[src/rtl/thanos_pkg.sv]
// Shared Thanos cell definitions: vector geometry, ufpu opcodes and the
// request-capture record used by the iterative k-select filter.
package thanos_pkg;

    localparam int BIT_VEC_SIZE       = 128;
    localparam int BIT_VEC_SIZE_LOG   = $clog2(BIT_VEC_SIZE);
    localparam int NUM_OF_METRICS     = 8;
    localparam int NUM_OF_METRICS_LOG = $clog2(NUM_OF_METRICS);

    typedef enum logic [2:0] {
        OP_NOP  = 3'd0,
        OP_LSB  = 3'd1,
        OP_ID   = 3'd2,
        OP_PRED = 3'd3
    } opcode_t;

    typedef struct packed {
        opcode_t                       opcode;
        logic [BIT_VEC_SIZE_LOG-1:0]   id;
        logic [NUM_OF_METRICS_LOG-1:0] metric_x;
        logic [15:0]                   val;
        logic [2:0]                    pred_op;
    } req_t;

endpackage

[src/rtl/ufpu.sv]
// Unary filter processing unit: two-stage pipeline that selects entries of
// the candidate vector according to the opcode (result valid 2 cycles after valid_in).
module ufpu
    import thanos_pkg::*;
(
    input  logic                          clk,
    input  logic                          rst,
    input  logic [BIT_VEC_SIZE-1:0]       in,
    input  logic                          valid_in,
    input  logic [2:0]                    opcode,
    input  logic [BIT_VEC_SIZE_LOG-1:0]   id,
    input  logic [NUM_OF_METRICS_LOG-1:0] metricX,
    input  logic [15:0]                   val,
    input  logic [2:0]                    pred_op,
    output logic [BIT_VEC_SIZE-1:0]       out
);

    logic                          s1_v;
    logic [BIT_VEC_SIZE-1:0]       s1_in;
    opcode_t                       s1_op;
    logic [BIT_VEC_SIZE_LOG-1:0]   s1_id;
    logic [NUM_OF_METRICS_LOG-1:0] s1_metric;
    logic [15:0]                   s1_val;
    logic [2:0]                    s1_pred;

    logic [BIT_VEC_SIZE-1:0] lsb;
    logic [BIT_VEC_SIZE-1:0] res;
    logic [15:0]             thr;
    logic                    pred_ok;

    always_ff @(posedge clk) begin
        if (rst) begin
            s1_v      <= 1'b0;
            s1_in     <= '0;
            s1_op     <= OP_NOP;
            s1_id     <= '0;
            s1_metric <= '0;
            s1_val    <= '0;
            s1_pred   <= '0;
            out       <= '0;
        end else begin
            s1_v      <= valid_in;
            s1_in     <= valid_in ? in : '0;
            s1_op     <= opcode_t'(opcode);
            s1_id     <= id;
            s1_metric <= metricX;
            s1_val    <= val;
            s1_pred   <= pred_op;
            out       <= s1_v ? res : '0;
        end
    end

    // Predicate compares the request value against the metric index as threshold.
    always_comb begin
        lsb     = s1_in & (~s1_in + 1'b1);
        thr     = 16'(s1_metric);
        pred_ok = 1'b1;
        case (s1_pred)
            3'd0:    pred_ok = (s1_val == thr);
            3'd1:    pred_ok = (s1_val != thr);
            3'd2:    pred_ok = (s1_val <  thr);
            3'd3:    pred_ok = (s1_val <= thr);
            3'd4:    pred_ok = (s1_val >  thr);
            3'd5:    pred_ok = (s1_val >= thr);
            default: pred_ok = 1'b1;
        endcase
        case (s1_op)
            OP_LSB:  res = lsb;
            OP_ID:   res = s1_in & (BIT_VEC_SIZE'(1) << s1_id);
            OP_PRED: res = pred_ok ? lsb : '0;
            default: res = '0;
        endcase
    end

endmodule

[src/rtl/kufpu_iter.sv]
// Iterative k-select unary filter: reuses one ufpu up to K_MAX passes per request.
// Optional early termination when the vector empties: define KUFPU_ITER_EARLY_EXIT_EN.
module kufpu_iter
    import thanos_pkg::*;
#(
    parameter int K_MAX    = 4,
    parameter int UFPU_LAT = 2
) (
    input  logic                          clk,
    input  logic                          rst,
    input  logic [BIT_VEC_SIZE-1:0]       in,
    input  logic                          valid_in,
    output logic                          ready,
    input  logic [2:0]                    opcode,
    input  logic [BIT_VEC_SIZE_LOG-1:0]   id,
    input  logic [NUM_OF_METRICS_LOG-1:0] metricX,
    input  logic [15:0]                   val,
    input  logic [2:0]                    pred_op,
    input  logic [$clog2(K_MAX+1)-1:0]    k_in,
    output logic [BIT_VEC_SIZE-1:0]       out,
    output logic                          valid_out,
    output logic [$clog2(K_MAX+1)-1:0]    count_out
);

    localparam int KW = $clog2(K_MAX + 1);
    localparam int CW = $clog2(UFPU_LAT + 1);

    typedef enum logic [1:0] {S_IDLE, S_ISSUE, S_WAIT, S_DONE} state_t;

    state_t                  state;
    req_t                    req;
    logic [BIT_VEC_SIZE-1:0] remaining;
    logic [BIT_VEC_SIZE-1:0] acc;
    logic [KW-1:0]           iter;
    logic [KW-1:0]           k;
    logic [KW-1:0]           sel_cnt;
    logic [CW-1:0]           wcnt;
    logic                    issue;

    logic [BIT_VEC_SIZE-1:0] sel;
    logic [BIT_VEC_SIZE-1:0] rem_next;
    logic [KW-1:0]           iter_next;
    logic [KW-1:0]           k_clamped;
    logic                    zero_work;
    logic                    finish;

    ufpu u_ufpu (
        .clk      (clk),
        .rst      (rst),
        .in       (remaining),
        .valid_in (issue),
        .opcode   (req.opcode),
        .id       (req.id),
        .metricX  (req.metric_x),
        .val      (req.val),
        .pred_op  (req.pred_op),
        .out      (sel)
    );

    always_comb begin
        rem_next  = remaining & ~sel;
        iter_next = iter + 1'b1;
        k_clamped = (k_in > KW'(K_MAX)) ? KW'(K_MAX) : k_in;
        zero_work = (opcode_t'(opcode) == OP_NOP) || (k_clamped == '0);
        finish    = (iter_next == k);
`ifdef KUFPU_ITER_EARLY_EXIT_EN
        finish    = finish || (rem_next == '0) || (sel == '0);
`endif
    end

    always_ff @(posedge clk) begin
        if (rst) begin
            state     <= S_IDLE;
            req       <= '0;
            remaining <= '0;
            acc       <= '0;
            iter      <= '0;
            k         <= '0;
            sel_cnt   <= '0;
            wcnt      <= '0;
            issue     <= 1'b0;
            ready     <= 1'b1;
            out       <= '0;
            valid_out <= 1'b0;
            count_out <= '0;
        end else begin
            valid_out <= 1'b0;
            case (state)
                S_IDLE: begin
                    if (valid_in) begin
                        req.opcode   <= opcode_t'(opcode);
                        req.id       <= id;
                        req.metric_x <= metricX;
                        req.val      <= val;
                        req.pred_op  <= pred_op;
                        remaining    <= in;
                        acc          <= '0;
                        iter         <= '0;
                        sel_cnt      <= '0;
                        k            <= k_clamped;
                        ready        <= 1'b0;
                        if (zero_work) begin
                            state <= S_DONE;
                        end else begin
                            state <= S_ISSUE;
                            issue <= 1'b1;
                        end
                    end
                end
                S_ISSUE: begin
                    issue <= 1'b0;
                    wcnt  <= CW'(UFPU_LAT);
                    state <= S_WAIT;
                end
                S_WAIT: begin
                    wcnt <= wcnt - 1'b1;
                    // Counter reaches zero on this edge: the ufpu result is current.
                    if (wcnt == CW'(1)) begin
                        acc       <= acc | sel;
                        remaining <= rem_next;
                        iter      <= iter_next;
                        sel_cnt   <= sel_cnt + KW'(sel != '0);
                        if (finish) begin
                            state <= S_DONE;
                        end else begin
                            state <= S_ISSUE;
                            issue <= 1'b1;
                        end
                    end
                end
                S_DONE: begin
                    out       <= acc;
                    count_out <= sel_cnt;
                    valid_out <= 1'b1;
                    ready     <= 1'b1;
                    state     <= S_IDLE;
                end
                default: state <= S_IDLE;
            endcase
        end
    end

endmodule
[config.mk]
export PLATFORM = sky130hd
export DESIGN_NAME = kufpu_iter
export DESIGN_NICKNAME = d
export VERILOG_FILES = /design/src/rtl/thanos_pkg.sv /design/src/rtl/ufpu.sv /design/src/rtl/kufpu_iter.sv
export SDC_FILE = /design/constraint.sdc
export NUM_CORES = 1
export LEC_CHECK = 0
export ABC_AREA = 1
export CAP_MARGIN = 20
export CORE_ASPECT_RATIO = 0.6
export CORE_MARGIN = 2
export CORE_UTILIZATION = 56
export DETAILED_ROUTE_END_ITERATION = 16
export GPL_TIMING_DRIVEN = 0
export PLACE_DENSITY_LB_ADDON = 0.05
export SYNTH_ARGS = -nofsm -noshare
export SYNTH_HDL_FRONTEND = slang
export SYNTH_SLANG_ARGS = --single-unit
[constraint.sdc]
create_clock -name clk -period 3.2 [get_ports clk]
set_input_delay 0.32 -clock clk [delete_from_list [all_inputs] [get_ports clk]]
set_output_delay 0.32 -clock clk [all_outputs]
set_load 0.005 [all_outputs]
==> results of run 1 <==
-- where the power goes --
part / total, W / internal [W] / switching, W
Clock: 0.00790 / 0.00453 / 0.00337
Sequential: 0.0109 / 0.0104 / 0.000534
Combinational: 0.0125 / 0.00357 / 0.00892
-- worst max-delay path: stages (launching register included) --
cell and delay (ps):
dfxtp_1 390, inv_1 90, ha_1 190, buf_2 240, inv_1 180, o21ai_2 100, a21oi_2 580, buf_2 660
buf_2 350, nand2_1 110, a21oi_1 150
-- layout make-up --
type | count | area [um2] | share of cell area, %
antenna | 1 | 2.502 | 0.007208
buffer | 245 | 1001 | 2.883
clock buffer | 78 | 1649 | 4.750
clock inverter | 30 | 473.0 | 1.362
inverter | 460 | 1727 | 4.974
multi-input combinational | 2333 | 11370 | 32.76
sequential | 724 | 14490 | 41.75
tap | 693 | 867.1 | 2.498
timing repair buffer | 306 | 3131 | 9.017
-- Yosys cell counts (2+ instances only) --
| cell | instances | area share [%] |
|---|---|---|
| a221oi_1 | 128 | 3.9 |
| nand3_1 | 235 | 4.1 |
| nor2_1 | 423 | 5.6 |
| buf_4 | 14 | 0.37 |
| and3_1 | 3 | 0.066 |
| o21ai_0 | 287 | 5.0 |
| inv_1 | 454 | 6.0 |
| nor3_1 | 31 | 0.54 |
| or2_2 | 3 | 0.066 |
| nand4_1 | 143 | 3.1 |
| clkbuf_1 | 201 | 2.6 |
| o21bai_1 | 2 | 0.052 |
| inv_2 | 5 | 0.066 |
| buf_1 | 8 | 0.11 |
| xor2_1 | 3 | 0.092 |
| a22oi_1 | 2 | 0.052 |
| nor3b_1 | 2 | 0.052 |
| nand2_1 | 548 | 7.2 |
| a21oi_1 | 430 | 7.5 |
| nor2_2 | 7 | 0.15 |
| buf_2 | 22 | 0.39 |
| and2_1 | 2 | 0.044 |
| nand3b_1 | 3 | 0.079 |
| nor4_1 | 42 | 0.92 |
| nand2_2 | 5 | 0.11 |
| nor2_4 | 2 | 0.079 |
| o21ai_1 | 8 | 0.14 |
| dfxtp_1 | 724 | 51 |
| ha_1 | 11 | 0.48 |
| a211oi_1 | 3 | 0.079 |
-- path summary, 6_finish.rpt --
kind                                    start               end  slack, ps  cells after the start
worst max-delay path                 state[0]           acc[27]         70                     10
worst min-delay path               pred_op[0]            req[0]        330                      3
worst max register to register       state[0]           acc[27]         70                     10
worst min register to register  remaining[79]  u_ufpu.s1_in[79]        430                      2
-- registers in the layout, indices dropped and copies added, names as in the netlist --
register	flops
acc	128
count_out	3
issue	1
iter	3
k	3
out	128
ready	1
remaining	128
req	32
sel_cnt	3
state	2
u_ufpu.out	128
u_ufpu.s1_id	7
u_ufpu.s1_in	128
u_ufpu.s1_metric	3
u_ufpu.s1_op	3
u_ufpu.s1_pred	3
u_ufpu.s1_v	1
u_ufpu.s1_val	16
valid_out	1
wcnt	2
-- layer usage --
layer  vias to the layer above  wire length (um)
met4                         2              2667
met2                      1586             39090
li1                      13260                 -
met5                         -                 8
met1                     13250             46930
met3                       204             13180
-- through the flow --
step / util (%) / cell area [um2] / hold slack, ps / setup slack (ps)
after global routing: 68.49 / 34710 / 355.0 / 51.48
after CTS: 68.41 / 34680 / 322.3 / 43.87
after floorplan: - / 28590 / 405.5 / 1352
final: 68.49 / 34720 / 327.3 / 66.31
after global placement: 64.01 / 32440 / 416.3 / -716.3
after detailed placement: 64.23 / 32560 / 420.4 / 69.94
-- cells by family (layout without fill, tap and decap cells) --
| kind of cell | after synthesis | count (layout) | synth area share [%] |
|---|---|---|---|
| DFF | 724 | 724 | 50.69 |
| buffers and inverters | 705 | 1119 | 9.535 |
| and+or+nand+nor | 1453 | 1453 | 22.23 |
| other | 0 | 1 | 0 |
| AOI/OAI and AO/OA | 865 | 865 | 16.94 |
| xor gates and xnor gates | 4 | 4 | 0.1225 |
| adders and majority gates | 11 | 11 | 0.4813 |
==> results list, run 1 <==
- Result of the run: finished, final reports clean
- Antenna violations before repair: 4
* Post-layout minimum cycle time: 3134 ps
* Most frequent cells in the layout: dfxtp_1, nand2_1, inv_1, a21oi_1, nor2_1
- Final instance count without filler cells: 4870
- Rows: 64
- Clock-pin transition on the worst setup and hold timing paths: 70 ps
- Summing internal, switching and leakage power gives 0.03130 W.
* Global Route met3 Usage: 10.07%
* Final setup violating endpoints: 0
- Hold repair after CTS inserted 0 buffers.
- Clk_lat worst skew: 630 ps
* Total Neg Setup Slack: 0 ps
- Leading cell type in the layout, fill and taps excluded: dfxtp_1
- Buffer levels on the longest clock path: 3
- The number of global-route vias before repair came to 25.45k.
- Of the synthesized area, sequential elements account for 50.69%.
- In this run the cell area of the synthesized design comes to 28590 um2.
* Final nets: 4306
- Counting flops with an async set or reset pin after synthesis yields a share of 0%.
- Maximum fanout along the worst path: 10
- Pin slew with the least headroom to its limit: 1122 ps
- The worst setup path is launched from a flip-flop.
* Final-layout fill cell count: 4342
- Pins over their slew limit: 0
- Detailed Route WL: 101900 um
- Distinct cell type count after synthesis: 41
* Inserted Clock Buffers: 59
* Static leakage power: 12.75 nW
- In the final layout, the share of cells above drive strength 1 is 4.047%.
- Layer with the highest usage after global routing: met1
* Area growth from synthesis to layout: 21.41%
* PortBufs: 298
* Path type of the worst setup path: flip-flop to flip-flop
* Data arrival, critical path: 3680 ps
- Headroom to the max-slew limit: 24.95%
* Global-route met1 utilization: 57.81%
* Setup repair after global routing missed its margin: false
- Total of cells resized after clock tree synthesis: 0
* Clock Root Buffer: clkbuf_16
* DRT iter0 DRCs: 3805
- After detailed routing, the average wire length per cell comes to 20.92 um.
* TritonCTS clock tree: done
- The clock drives 724 sinks.
- Synth Warn #: 0
- CTS built an H-tree with a depth of 2.
- Sum of net half-perimeters after detailed placement: 77670 um
- The worst hold path belongs to the class input port to flip-flop.
* Post-CTS setup repair buffer count: 0
- The floorplan step set the die width to 295.7 um.
- Fraction of the cycle the final worst path needs: 97.93%
- The initial utilization of the core area, before any placement, comes to 56.41%.
- The number of nets in the synthesized netlist is 3939.
* Overall global routing resource usage: 37.60%
* Maximum vdd ir drop: 0.0004981 V
- Each instance of the synthesized netlist takes up on average 7.601 um2.
* Overall die area: 52940 um2
- In this run the count of I/O pins placed on the die edge is 299.
- The first global-routing pass estimated 151700 um of wire.
* Final hold violations: 0
- Met2 GRT Util: 51.04%
- Element type at the critical path end: flip-flop
* Remaining DRCs: 0
- Number of enable-type register cells in the synthesized netlist: 0
- Vias: 28.29k
- Placed cell count: 4758
- Main synth FF type: dfxtp_1
- Max frequency: 319.1 MHz
* Placer's final routability congestion estimate: 1.126
- In the routed layout, each cell is associated on average with a via count of 5.810.
- On the final layout, the worst clock skew is 18.63 ps.
- Core region area: 50690 um2
* Crit path required time: 3750 ps
* Number of detailed-routing iterations run before antenna repair: 6
- Entering global routing, the biggest net connects 19 pins.
- Count of mapped cells out of synthesis: 3762
- Height of the chip: 179.0 um
- Total congestion overflow: 0
- The tool flagged a number of max-cap violations equal to 0.
- After synthesis the netlist holds a flip-flop and latch count of 724.
- Antenna viol nets, final: 0
- In this run the power density over the cells is 901.7 nW/um2.
Note: power is estimated with default switching activity, not from simulation.
==> inputs of run 2 (changes only) <==
--- a/config.mk
+++ b/config.mk
@@ -13,6 +13,8 @@
 export DETAILED_ROUTE_END_ITERATION = 16
 export GPL_TIMING_DRIVEN = 0
 export PLACE_DENSITY_LB_ADDON = 0.05
+export SETUP_SLACK_MARGIN = 0.4
+export SKIP_LAST_GASP = 1
 export SYNTH_ARGS = -nofsm -noshare
 export SYNTH_HDL_FRONTEND = slang
 export SYNTH_SLANG_ARGS = --single-unit
==> results list, run 2 (synthesis results as in run 1) <==
- Final-layout fill cell count: 4331
* Clk_lat worst skew: 620 ps
* Buffer levels on the longest clock path: 3
* Worst r2r path cells: 9
- Timing would allow up to 365.8 MHz.
- Summing all flip-flop and latch instances after layout gives 14490 um2.
* Final hold violations: 0
- Antenna violations before repair: 4
* Critical R2R Capture: u_ufpu.out[108]
- Fraction of the cycle the final worst path needs: 85.42%
* Reg-to-Reg Start: u_ufpu.s1_in[2]
- The count of nets left with antenna violations once routing finished came out at 0.
- Result of the run: finished, final reports clean
- The setup path with the least slack is of type flip-flop to flip-flop.
- Leaving out fill and tap cells, the most frequent cell in the layout is dfxtp_1.
- For this run the aggregate overflow at the end of global routing stands at 0.
- The tightest min-delay check is of the input port to flip-flop type.
* Post-route design area: 34770 um2
* Pins over their slew limit: 0
- The core region is 50690 um2.
- The floorplan step set the die height to 179.0 um.
* Element type at the critical path end: flip-flop
* Number of detailed-routing iterations run before antenna repair: 7
- For the finished layout, the period the worst path requires is 2734 ps.
- Total Neg Setup Slack: 0 ps
* Placed cell count: 4758
- The first global-routing pass estimated 151800 um of wire.
- Clock-pin transition on the worst setup and hold timing paths: 70 ps
- Detailed Route WL: 101900 um
* Clock Root Buffer: clkbuf_16
- DRT iter0 DRCs: 4073
* Crit path required time: 3680 ps
* Pin slew with the least headroom to its limit: 1146 ps
- Die boundary width: 295.7 um
- TritonCTS clock tree: done
- For this run, the share of the core covered by cells in the final layout is 68.59%.
- Dividing the detail-routed via count by the number of cells gives 5.823.
- Global routing consumed, over all layers together, 37.62% of the routing resources.
- The floorplan has 64 rows.
- At the end of routability-driven placement, the weighted congestion stood at 1.126.
- IR analysis of the VDD net gives a maximum drop of 0.0004924 V.
- Most frequent cells in the layout: dfxtp_1, nand2_1, inv_1, a21oi_1, nor2_1
- The final route contains 28.35k vias.
- Clock tree synthesis found a total of 724 sinks.
* Cells along the critical path: nor2_2 > inv_2 > nor2_4 > nand2_2 > nor2_1 > nand2_1 > nor3_1 > nand4_1 > a21oi_1
- Summing all placed instances gives a cell area of 32560 um2.
* Power density of the placed cells: 901.5 nW/um2
- Final nets: 4305
- Buffers placed on the I/O ports in this run total 298.
- Final setup violating endpoints: 0
- In this run the tightest slew margin relative to its limit is 23.31%.
- The critical path starts at u_ufpu.s1_in[2].
- In this run the worst setup path terminates at u_ufpu.out[108].
- Internal reg-to-reg setup slack: 470 ps
- Worst hold slack across all endpoints: 330.6 ps
* Starting density of the core: 56.41%
* Share of cells above drive strength 1: 4.359%
- Maximum fanout along the worst path: 5
- Final instance count without filler cells: 4869
- Buffers added to address setup during post-CTS repair amount to 0.
* Total area of multi-input combinational cells: 11400 um2
- Data on the critical path arrives at its endpoint at 3220 ps.
- Entering global routing, the biggest net connects 19 pins.
* Setup repair after global routing missed its margin: true
- The die covers 52940 um2.
- The clock arrives with 16.28 ps of skew.
- Relative to the synthesized area, the layout overhead comes to 21.59%.
- Sum of net half-perimeters after detailed placement: 77670 um
- Maxcap violations: 0
- For this design the static power due to leakage is 12.79 nW.
- After detailed routing, the number of remaining DRC violations is 0.
- Routed wire length per instance: 20.93 um
* Critical-path cell with the highest stage delay: nor3_1
* Inserted Clock Buffers: 59
* Maximum level of the CTS H-tree: 2
* Via count of the first global-routing pass: 25.46k
- Peak per-stage delay on the critical path: 670 ps
* Boundary Pins: 299
- CP Launch Type: flip-flop
-- run 2: cell count changes in the layout (fill, tap and decap cells not counted) --
cell,before,now
clkbuf_1,210,199
clkbuf_2,1,12
buf_2,23,18
buf_4,14,17
clkbuf_4,0,2
nor4_1,42,40
a21oi_2,1,0
a21oi_4,0,1
buf_1,8,7
nor4_2,0,1
nor4_4,0,1
-- run 2: worst min path at each step --
stage | from | end | depth (start not counted)
floorplan | u_ufpu.s1_in[127] | u_ufpu.out[127] | 2
global placement | req[16] | u_ufpu.s1_val[13] | 2
detailed placement | req[16] | u_ufpu.s1_val[13] | 2
CTS | pred_op[0] | req[0] | 3
global route | val[7] | req[10] | 3
finish | val[7] | req[10] | 3
-- run 2: layout make-up --
class	count	area share [%]
sequential	724	41.69
antenna	1	0.007197
inverter	460	4.966
timing repair buffer	305	8.990
clock inverter	30	1.360
multi-input combinational	2333	32.79
buffer	245	2.958
tap	693	2.494
clock buffer	78	4.743
-- run 2: metal layers --
layer | vias up | global-route usage [%] | part of all wire (%)
met4 | 2 | 9.877 | 2.7
li1 | 13250 | - | -
met1 | 13280 | 57.68 | 46
met2 | 1618 | 50.92 | 38
met3 | 201 | 10.36 | 13
met5 | - | 0 | 0.0069
-- run 2: stage by stage --
step	setup WS, ps	power, W
after CTS	404.2	0.03075
after detailed placement	69.94	0.02287
final	466.4	0.03134
after global routing	365.7	0.03266
after global placement	-716.3	0.02272
after floorplan	1352	0.01826
-- run 2: what timing repair did --
action | CTS | global route
endpoints found under the setup margin | 274 | 169
hold buffers | 0 | 0
resized for setup | 8 | 25
gates cloned | 0 | 0
-- run 2: worst max-delay path: cells and delay by family, from the launching register on --
kind	cells	cell delay, ps
compound gates	1	380
buf+inv	1	60
flops	1	390
simple gates	7	1770
-- run 2: report_power, final --
part           internal (W)  total (W)  leakage, nW  switching (W)
Combinational       0.00361     0.0125         5.89        0.00893
Sequential           0.0104     0.0109         5.88       0.000532
Clock               0.00453    0.00789         1.02        0.00336
Total                0.0185     0.0313         12.8         0.0128
